$ cat src/rtl/wb_bram_arbiter_if.sv
// Wishbone classic bus bundle shared by the arbiter's master-facing and slave-facing ports.
// The master modport drives the request side; the slave modport returns data, ack and err.
interface wb_bram_arbiter_if;
    logic        cyc;
    logic        stb;
    logic        we;
    logic [31:0] adr;
    logic [31:0] dat_w;
    logic [3:0]  sel;
    logic [31:0] dat_r;
    logic        ack;
    logic        err;

    modport master (output cyc, stb, we, adr, dat_w, sel, input dat_r, ack, err);
    modport slave  (input cyc, stb, we, adr, dat_w, sel, output dat_r, ack, err);
endinterface

$ cat src/rtl/wb_bram_arbiter.sv
// Round-robin two-master Wishbone arbiter in front of one block-RAM slave port.
// Define WB_ARB_TIMEOUT_EN to build the stalled-ack watchdog that returns err after TIMEOUT cycles.
module wb_bram_arbiter #(
    parameter int TIMEOUT = 16
) (
    input  logic               clk_i,
    input  logic               rst_i,
    wb_bram_arbiter_if.slave   m0,
    wb_bram_arbiter_if.slave   m1,
    wb_bram_arbiter_if.master  s
);

    typedef enum logic [1:0] {IDLE, G0, G1} grant_t;

    grant_t grant, grant_nxt;
    logic   last, last_nxt;
    logic   timeout_hit;
    logic   unused_ok;

`ifdef WB_ARB_TIMEOUT_EN
    logic [7:0] tmo_cnt;
    logic       stalled;

    assign stalled = ~s.ack & (((grant == G0) & m0.stb) | ((grant == G1) & m1.stb));
    assign timeout_hit = stalled & (tmo_cnt == 8'(TIMEOUT - 1));

    // Counts consecutive stalled strobe cycles within one tenure.
    always_ff @(posedge clk_i or posedge rst_i) begin
        if (rst_i) begin
            tmo_cnt <= '0;
        end else if (!stalled || grant_nxt != grant) begin
            tmo_cnt <= '0;
        end else begin
            tmo_cnt <= tmo_cnt + 8'd1;
        end
    end

    assign unused_ok = s.err;
`else
    assign timeout_hit = 1'b0;
    assign unused_ok   = s.err | (TIMEOUT == 0);
`endif

    always_ff @(posedge clk_i or posedge rst_i) begin
        if (rst_i) begin
            grant <= IDLE;
            last  <= 1'b1;
        end else begin
            grant <= grant_nxt;
            last  <= last_nxt;
        end
    end

    // Releasing master becomes 'last' so a waiting peer always wins the next arbitration.
    always_comb begin
        grant_nxt = grant;
        last_nxt  = last;
        case (grant)
            IDLE: begin
                if (m0.cyc && m1.cyc) begin
                    grant_nxt = last ? G0 : G1;
                end else if (m0.cyc) begin
                    grant_nxt = G0;
                end else if (m1.cyc) begin
                    grant_nxt = G1;
                end
            end
            G0: begin
                if (timeout_hit) begin
                    last_nxt  = 1'b0;
                    grant_nxt = IDLE;
                end else if (!m0.cyc) begin
                    last_nxt  = 1'b0;
                    grant_nxt = m1.cyc ? G1 : IDLE;
                end
            end
            G1: begin
                if (timeout_hit) begin
                    last_nxt  = 1'b1;
                    grant_nxt = IDLE;
                end else if (!m1.cyc) begin
                    last_nxt  = 1'b1;
                    grant_nxt = m0.cyc ? G0 : IDLE;
                end
            end
            default: grant_nxt = IDLE;
        endcase
    end

    always_comb begin
        s.cyc   = 1'b0;
        s.stb   = 1'b0;
        s.we    = 1'b0;
        s.adr   = '0;
        s.dat_w = '0;
        s.sel   = '0;
        case (grant)
            G0: begin
                s.cyc   = m0.cyc & ~timeout_hit;
                s.stb   = m0.stb & ~timeout_hit;
                s.we    = m0.we;
                s.adr   = m0.adr;
                s.dat_w = m0.dat_w;
                s.sel   = m0.sel;
            end
            G1: begin
                s.cyc   = m1.cyc & ~timeout_hit;
                s.stb   = m1.stb & ~timeout_hit;
                s.we    = m1.we;
                s.adr   = m1.adr;
                s.dat_w = m1.dat_w;
                s.sel   = m1.sel;
            end
            default: ;
        endcase
    end

    // Read data is broadcast; masters qualify it with their own ack.
    assign m0.dat_r = rst_i ? '0 : s.dat_r;
    assign m1.dat_r = rst_i ? '0 : s.dat_r;
    assign m0.ack   = s.ack & (grant == G0);
    assign m1.ack   = s.ack & (grant == G1);
    assign m0.err   = timeout_hit & (grant == G0);
    assign m1.err   = timeout_hit & (grant == G1);

endmodule

$ cat src/flat_wrapper.sv
// flat-port wrapper written by rule: the top's interface ports become plain ports
module wb_bram_arbiter_flat 
#(
    parameter int TIMEOUT = 16
)
  (clk_i, rst_i, m0_cyc, m0_stb, m0_we, m0_adr, m0_dat_w, m0_sel, m0_dat_r, m0_ack, m0_err, m1_cyc, m1_stb, m1_we, m1_adr, m1_dat_w, m1_sel, m1_dat_r, m1_ack, m1_err, s_cyc, s_stb, s_we, s_adr, s_dat_w, s_sel, s_dat_r, s_ack, s_err);
  wb_bram_arbiter_if m0_i ();
  wb_bram_arbiter_if m1_i ();
  wb_bram_arbiter_if s_i ();
  input  logic clk_i;
  input  logic rst_i;
  input wire logic [$bits(m0_i.cyc)-1:0] m0_cyc;
  input wire logic [$bits(m0_i.stb)-1:0] m0_stb;
  input wire logic [$bits(m0_i.we)-1:0] m0_we;
  input wire logic [$bits(m0_i.adr)-1:0] m0_adr;
  input wire logic [$bits(m0_i.dat_w)-1:0] m0_dat_w;
  input wire logic [$bits(m0_i.sel)-1:0] m0_sel;
  output wire logic [$bits(m0_i.dat_r)-1:0] m0_dat_r;
  output wire logic [$bits(m0_i.ack)-1:0] m0_ack;
  output wire logic [$bits(m0_i.err)-1:0] m0_err;
  input wire logic [$bits(m1_i.cyc)-1:0] m1_cyc;
  input wire logic [$bits(m1_i.stb)-1:0] m1_stb;
  input wire logic [$bits(m1_i.we)-1:0] m1_we;
  input wire logic [$bits(m1_i.adr)-1:0] m1_adr;
  input wire logic [$bits(m1_i.dat_w)-1:0] m1_dat_w;
  input wire logic [$bits(m1_i.sel)-1:0] m1_sel;
  output wire logic [$bits(m1_i.dat_r)-1:0] m1_dat_r;
  output wire logic [$bits(m1_i.ack)-1:0] m1_ack;
  output wire logic [$bits(m1_i.err)-1:0] m1_err;
  output wire logic [$bits(s_i.cyc)-1:0] s_cyc;
  output wire logic [$bits(s_i.stb)-1:0] s_stb;
  output wire logic [$bits(s_i.we)-1:0] s_we;
  output wire logic [$bits(s_i.adr)-1:0] s_adr;
  output wire logic [$bits(s_i.dat_w)-1:0] s_dat_w;
  output wire logic [$bits(s_i.sel)-1:0] s_sel;
  input wire logic [$bits(s_i.dat_r)-1:0] s_dat_r;
  input wire logic [$bits(s_i.ack)-1:0] s_ack;
  input wire logic [$bits(s_i.err)-1:0] s_err;
  assign m0_i.cyc = m0_cyc;
  assign m0_i.stb = m0_stb;
  assign m0_i.we = m0_we;
  assign m0_i.adr = m0_adr;
  assign m0_i.dat_w = m0_dat_w;
  assign m0_i.sel = m0_sel;
  assign m0_dat_r = m0_i.dat_r;
  assign m0_ack = m0_i.ack;
  assign m0_err = m0_i.err;
  assign m1_i.cyc = m1_cyc;
  assign m1_i.stb = m1_stb;
  assign m1_i.we = m1_we;
  assign m1_i.adr = m1_adr;
  assign m1_i.dat_w = m1_dat_w;
  assign m1_i.sel = m1_sel;
  assign m1_dat_r = m1_i.dat_r;
  assign m1_ack = m1_i.ack;
  assign m1_err = m1_i.err;
  assign s_cyc = s_i.cyc;
  assign s_stb = s_i.stb;
  assign s_we = s_i.we;
  assign s_adr = s_i.adr;
  assign s_dat_w = s_i.dat_w;
  assign s_sel = s_i.sel;
  assign s_i.dat_r = s_dat_r;
  assign s_i.ack = s_ack;
  assign s_i.err = s_err;
  wb_bram_arbiter #(.TIMEOUT(TIMEOUT)) u_core (.clk_i(clk_i), .rst_i(rst_i), .m0(m0_i), .m1(m1_i), .s(s_i));
endmodule
$ cat config.mk
export PLATFORM = sky130hd
export DESIGN_NAME = wb_bram_arbiter_flat
export DESIGN_NICKNAME = d
export VERILOG_FILES = /design/src/rtl/wb_bram_arbiter_if.sv /design/src/rtl/wb_bram_arbiter.sv /design/src/flat_wrapper.sv
export SDC_FILE = /design/constraint.sdc
export NUM_CORES = 1
export LEC_CHECK = 0
export ABC_AREA = 1
export CELL_PAD_IN_SITES_DETAIL_PLACEMENT = 0
export CELL_PAD_IN_SITES_GLOBAL_PLACEMENT = 1
export CORE_ASPECT_RATIO = 0.7
export CORE_MARGIN = 2
export CORE_UTILIZATION = 11
export CTS_BUF_LIST = sky130_fd_sc_hd__clkbuf_4 sky130_fd_sc_hd__clkbuf_8 sky130_fd_sc_hd__clkbuf_16
export CTS_CLUSTER_SIZE = 14
export DETAILED_ROUTE_END_ITERATION = 6
export GPL_ROUTABILITY_DRIVEN = 0
export GPL_TIMING_DRIVEN = 0
export PLACE_DENSITY_LB_ADDON = 0.15
export SETUP_SLACK_MARGIN = 0.05
export SLEW_MARGIN = 5
export SYNTH_ARGS = -nofsm -noshare
export SYNTH_HDL_FRONTEND = slang
export SYNTH_SLANG_ARGS = --single-unit
$ cat constraint.sdc
create_clock -name clk_i -period 1.9 [get_ports clk_i]
set_input_delay 0.38 -clock clk_i [delete_from_list [all_inputs] [get_ports clk_i]]
set_output_delay 0.38 -clock clk_i [all_outputs]
set_load 0.02 [all_outputs]
After elaboration in Yosys (flattened, before gate mapping)
Index checks and enable logic that the tools add are counted.

operators by class
  bitwise logic cells = 2
  multipliers = 0
  div/mod/pow operators = 0
  magnitude comparators = 0
  mux-type cells = 19
  eq/ne operators = 5
  $add $sub $neg = 0
  reductions and logical operators = 5
  shift-type cells = 0

operator list
  kind                                                                     count
  32-bit case mux with 2 select lines                                      2
  32-bit 2-to-1 mux                                                        1
  2-bit 2-to-1 mux                                                         7
  1-bit case mux with 2 select lines                                       4
  4-bit case mux with 2 select lines                                       1
  2-bit case mux with 3 select lines                                       1
  3-bit AND reduction                                                      2
  2-bit inequality test, second input constant                             2
  4-bit by 3-bit inequality test with 1-bit output, second input constant  1
  1-bit 2-to-1 mux                                                         3
  1-bit AND                                                                2
  2-bit by 1-bit == test with 1-bit output, second input constant          1
  2-bit == test, second input constant                                     1
  2-bit zero test                                                          1
  2-bit nonzero test                                                       1
  1-bit logical AND                                                        1

word-level totals
  word-level logic and storage cells = 33
  output and inout bits = 139
  memories = 0
  bits in registers = 3
  RAM bits = 0
  latch bits = 0
  bits of input ports = 178
  ROM bits = 0

Longest topological paths before layout
  depth in word-level cells = 4
  gate-level depth with buffers = 8
  depth with buffers taken out = 8

Least setup slack after synthesis
No wires, ideal clock.

  kind = flip-flop to output port
  start point = register u_core.grant[1]
  end point = output s_adr[0]
  stages on the path, launching flop included = 7
  arrival = 1.348 ns
  path slack = 0.172 ns
  buffers on the path = 2
  required time = 1.520 ns
  cell sequence = dfrtp_1 -> inv_1 -> ha_1 -> buf_6 -> clkbuf_8 -> nand2_1 -> a21oi_1

between the ends
  longest elaborated chain between the ends = 2
  elaborated cells on any way between the ends = 3
  those cells by class = eq/ne: 2; mux: 1

ends and longest elaborated chain
  item                                                                       line                   RTL
  from (decl)                                                                wb_bram_arbiter.sv:15  grant_t grant, grant_nxt;
  from (signal assigned)                                                     wb_bram_arbiter.sv:49  grant <= grant_nxt;
  2-bit == test or 2-bit by 1-bit == test with 1-bit output (tied branches)  wb_bram_arbiter.sv:97  case (grant)
  32-bit case mux with 2 select lines *                                      wb_bram_arbiter.sv:97
  to (decl)                                                                  flat_wrapper.sv:33     output wire logic [$bits(s_i.adr)-1:0] s_adr;

Mark *: on every way between the ends. The rest lies on a longest branch, timed or not.

Final worst setup path
  start point = register u_core.grant[0]
  end point = output s_sel[0]

between the ends
  longest elaborated chain between the ends = 2
  elaborated cells on any way between the ends = 3
  those cells by class = eq/ne: 2; mux: 1

ends and longest elaborated chain
  item                                                                       line                   RTL
  2-bit == test or 2-bit by 1-bit == test with 1-bit output (tied branches)  wb_bram_arbiter.sv:97
  4-bit case mux with 2 select lines *                                       wb_bram_arbiter.sv:97
  to (decl)                                                                  flat_wrapper.sv:35     output wire logic [$bits(s_i.sel)-1:0] s_sel;

Marked as above.

==> metrics.yaml <==
status:
  outcome: "finished with violations"
  violations: "negative setup slack"
worst_setup_path:
  cpLargestDelayFamily: "buffers and inverters"
  start_kind: "register"
  crit_chain: "inv_2 > ha_1 > buf_8 > bufbuf_16 > nand2_1 > a21oi_2 > buf_4"
  r2r_slack_ps: 280
  slowest_stage: "dfrtp_1"
  crit_required_ps: 1520
  cp-end-kind: "output port"
  cp_max_fo: 9
  cp.arrival_ps: 1660
  crit_buf_inv: 4
  critPathKind: "register to output port"
  crit_path_max_incr_delay_ps: 390
detailed_routing:
  wl_met2_um: 6690
  firstDrtPassIters: 6
  initialDrtViolationCount: 155
  wl_um: 13200
  num_vias: 3674
  drc_errors: 0
  top_layer: "met4"
  avgViaCountPerCell: 3.80
  avgRoutedWirePerCell_um: 13.6
  route.met3.wl_um: 1150
  ant_nets: 0
  wl_met1_um: 5260
yosys:
  yosysUniqueCellTypes: 16
  synth.most_common_cell: "nand2_1"
  synth_top_flop_cell: "dfrtp_1"
  syn_area_mm2: 0.00186
  yosys.area.top_type: "nand2_1"
  yosysWarnings: 0
  synth.top_cells.by_count: "nand2_1, a21oi_1, inv_1, buf_4, nor2_1"
  synth_area_per_cell_um2: 4.87
  synth_edf_count: 0
  synth-seq-cells: 3
  synth_area_leaders: "nand2_1, a21oi_1, buf_4"
  synth_top_area_share_pct: 31.4
  syn_inst: 381
  seq_area_frac_synth_pct: 4.11
  async_flop_share_pct: 100
finish:
  fillers: 1705
  nets: 925
  area_growth_pct: 257
  drive_gt1_share_pct: 41.3
  finalNonFillerCells: 966
  post-route-util_pct: 40.4
  diodes: 0
clock_network:
  cts_buffers: 3
  tritoncts: "done"
  clkTransAtPathRegs_ps: 30
  htree_levels: 1
  cts-root-buf: "clkbuf_16"
  clock_sinks: 3
  clockBufferDepth: 2
  ctsHoldBuffers: 0
  clk-insertion-delay-late_ps: 220
timing:
  finalHoldViolCount: 0
  setup_viol: 68
  fin_skew_ps: 0.743
  whs_ps: 300
  fmax_mhz: 489
  finalCriticalPeriod_ps: 2040
  fin_ws_ps: -144
  final_max_slew_viol_count: 0
  period_share_pct: 108
  grt_setup_unrepaired: "true"
power_and_ir_drop:
  ir_drop_mv: 0.502
  power_density_mw_per_mm2: 1200
  p_leak_uw: 0.00298
global_routing:
  grt_pass1_wl_um: 20100
  track_usage_pct: 13.7
  grt_overflow: 0
  grt_pass1_vias: 3874
  grt_start_max_net_pins: 11
  antenna_found_initial: 0
floorplanning:
  die_area_mm2: 0.0179
  rows: 39
  start_util_pct: 11.3
  io_pins: 317
  coreArea_mm2: 0.0164
  die_w_um: 159
  chipHeight_um: 113
placed_design:
  placedCellCount: 919
  place.port_buffers: 312
  hpwl_um: 9880
hold_path:
  hold_class: "input pin to asynchronous set/reset pin"
run:
  drv_cap: 0
[worst paths after layout]
check                                      from              end  cells after the start
worst max-delay path            u_core.grant[0]         s_sel[0]                      7
worst min register to register      u_core.last      u_core.last                      2
worst min-delay path                      rst_i  u_core.grant[0]                      3
min in group clk_i                  u_core.last      u_core.last                      2
max in group asynchronous                 rst_i      u_core.last                      3
worst max register to register  u_core.grant[0]      u_core.last                      8
[tightest hold or removal path: stages]
cell	delay (ps)
clkbuf_1	130
buf_2	210
inv_1	120
[placed cells by master (no fill, tap or decap), types with 7 or more instances in the layout]
master / netlist / layout
clkbuf_16: 0 / 17
a21oi_2: 0 / 38
nand2_1: 155 / 113
a21oi_1: 70 / 10
clkbuf_2: 0 / 16
dlygate4sd2_1: 0 / 34
buf_6: 2 / 55
inv_1: 43 / 40
clkdlybuf4s15_1: 0 / 15
buf_12: 0 / 7
a21oi_4: 0 / 22
nand2_4: 0 / 8
nand2_2: 0 / 34
buf_4: 35 / 81
clkdlybuf4s50_1: 0 / 175
buf_8: 0 / 8
nor2_1: 35 / 34
[final cells by class]
| type | instances | area (um^2) | area share (%) |
|---|---|---|---|
| buffer | 60 | 709 | 10.7 |
| clock buffer | 4 | 82.6 | 1.25 |
| inverter | 44 | 173 | 2.61 |
| multi-input combinational | 274 | 1740 | 26.3 |
| sequential | 3 | 76.3 | 1.15 |
| tap | 225 | 282 | 4.25 |
| timing repair buffer | 356 | 3560 | 53.7 |
[routing by layer]
layer / track usage [%] / vias up
met1: 15.8 / 1636
met4: 1.64 / 0
met5: 0 / -
li1: - / 1849
met2: 26.1 / 185
met3: 3.55 / 4
[power by group]
part           internal, uW  switching (uW)
Sequential             97.8            21.4
Combinational          3910            3580
Clock                   291            53.9
[registers in the layout (all words and copies together) (netlist names)]
| register | flops |
|---|---|
| u_core.last | 1 |
| u_core.grant | 2 |
[per-stage QoR]
step	power (uW)	setup TNS, ps	cell area (um^2)	setup slack (ps)
final	7960	-5550	6620	-144
after global routing	8460	-10240	6620	-215
after detailed placement	4560	-46920	5260	-569
after floorplan	2450	0	1860	172
after global placement	4530	-45150	5260	-557
after CTS	7390	-6420	6330	-176
[repair_timing]
item,in CTS,in global routing
gates cloned,9,3
setup buffers,28,4
resized for setup,623,107
pin swaps,25,19
setup endpoints to repair,137,100
[kinds of logic (layout without fill, tap and decap cells)]
family,count (synthesis),after routing,share of synthesized area [%]
AND/OR/NAND/NOR,195,195,39.8
buffers and inverters,105,464,33.1
AO/OA/AOI/OAI,72,72,19.4
adder cells (fa/ha/maj),5,5,3.37
flip-flops,3,3,4.11
other,1,2,0.202
Note: power is estimated with default switching activity, not from simulation.
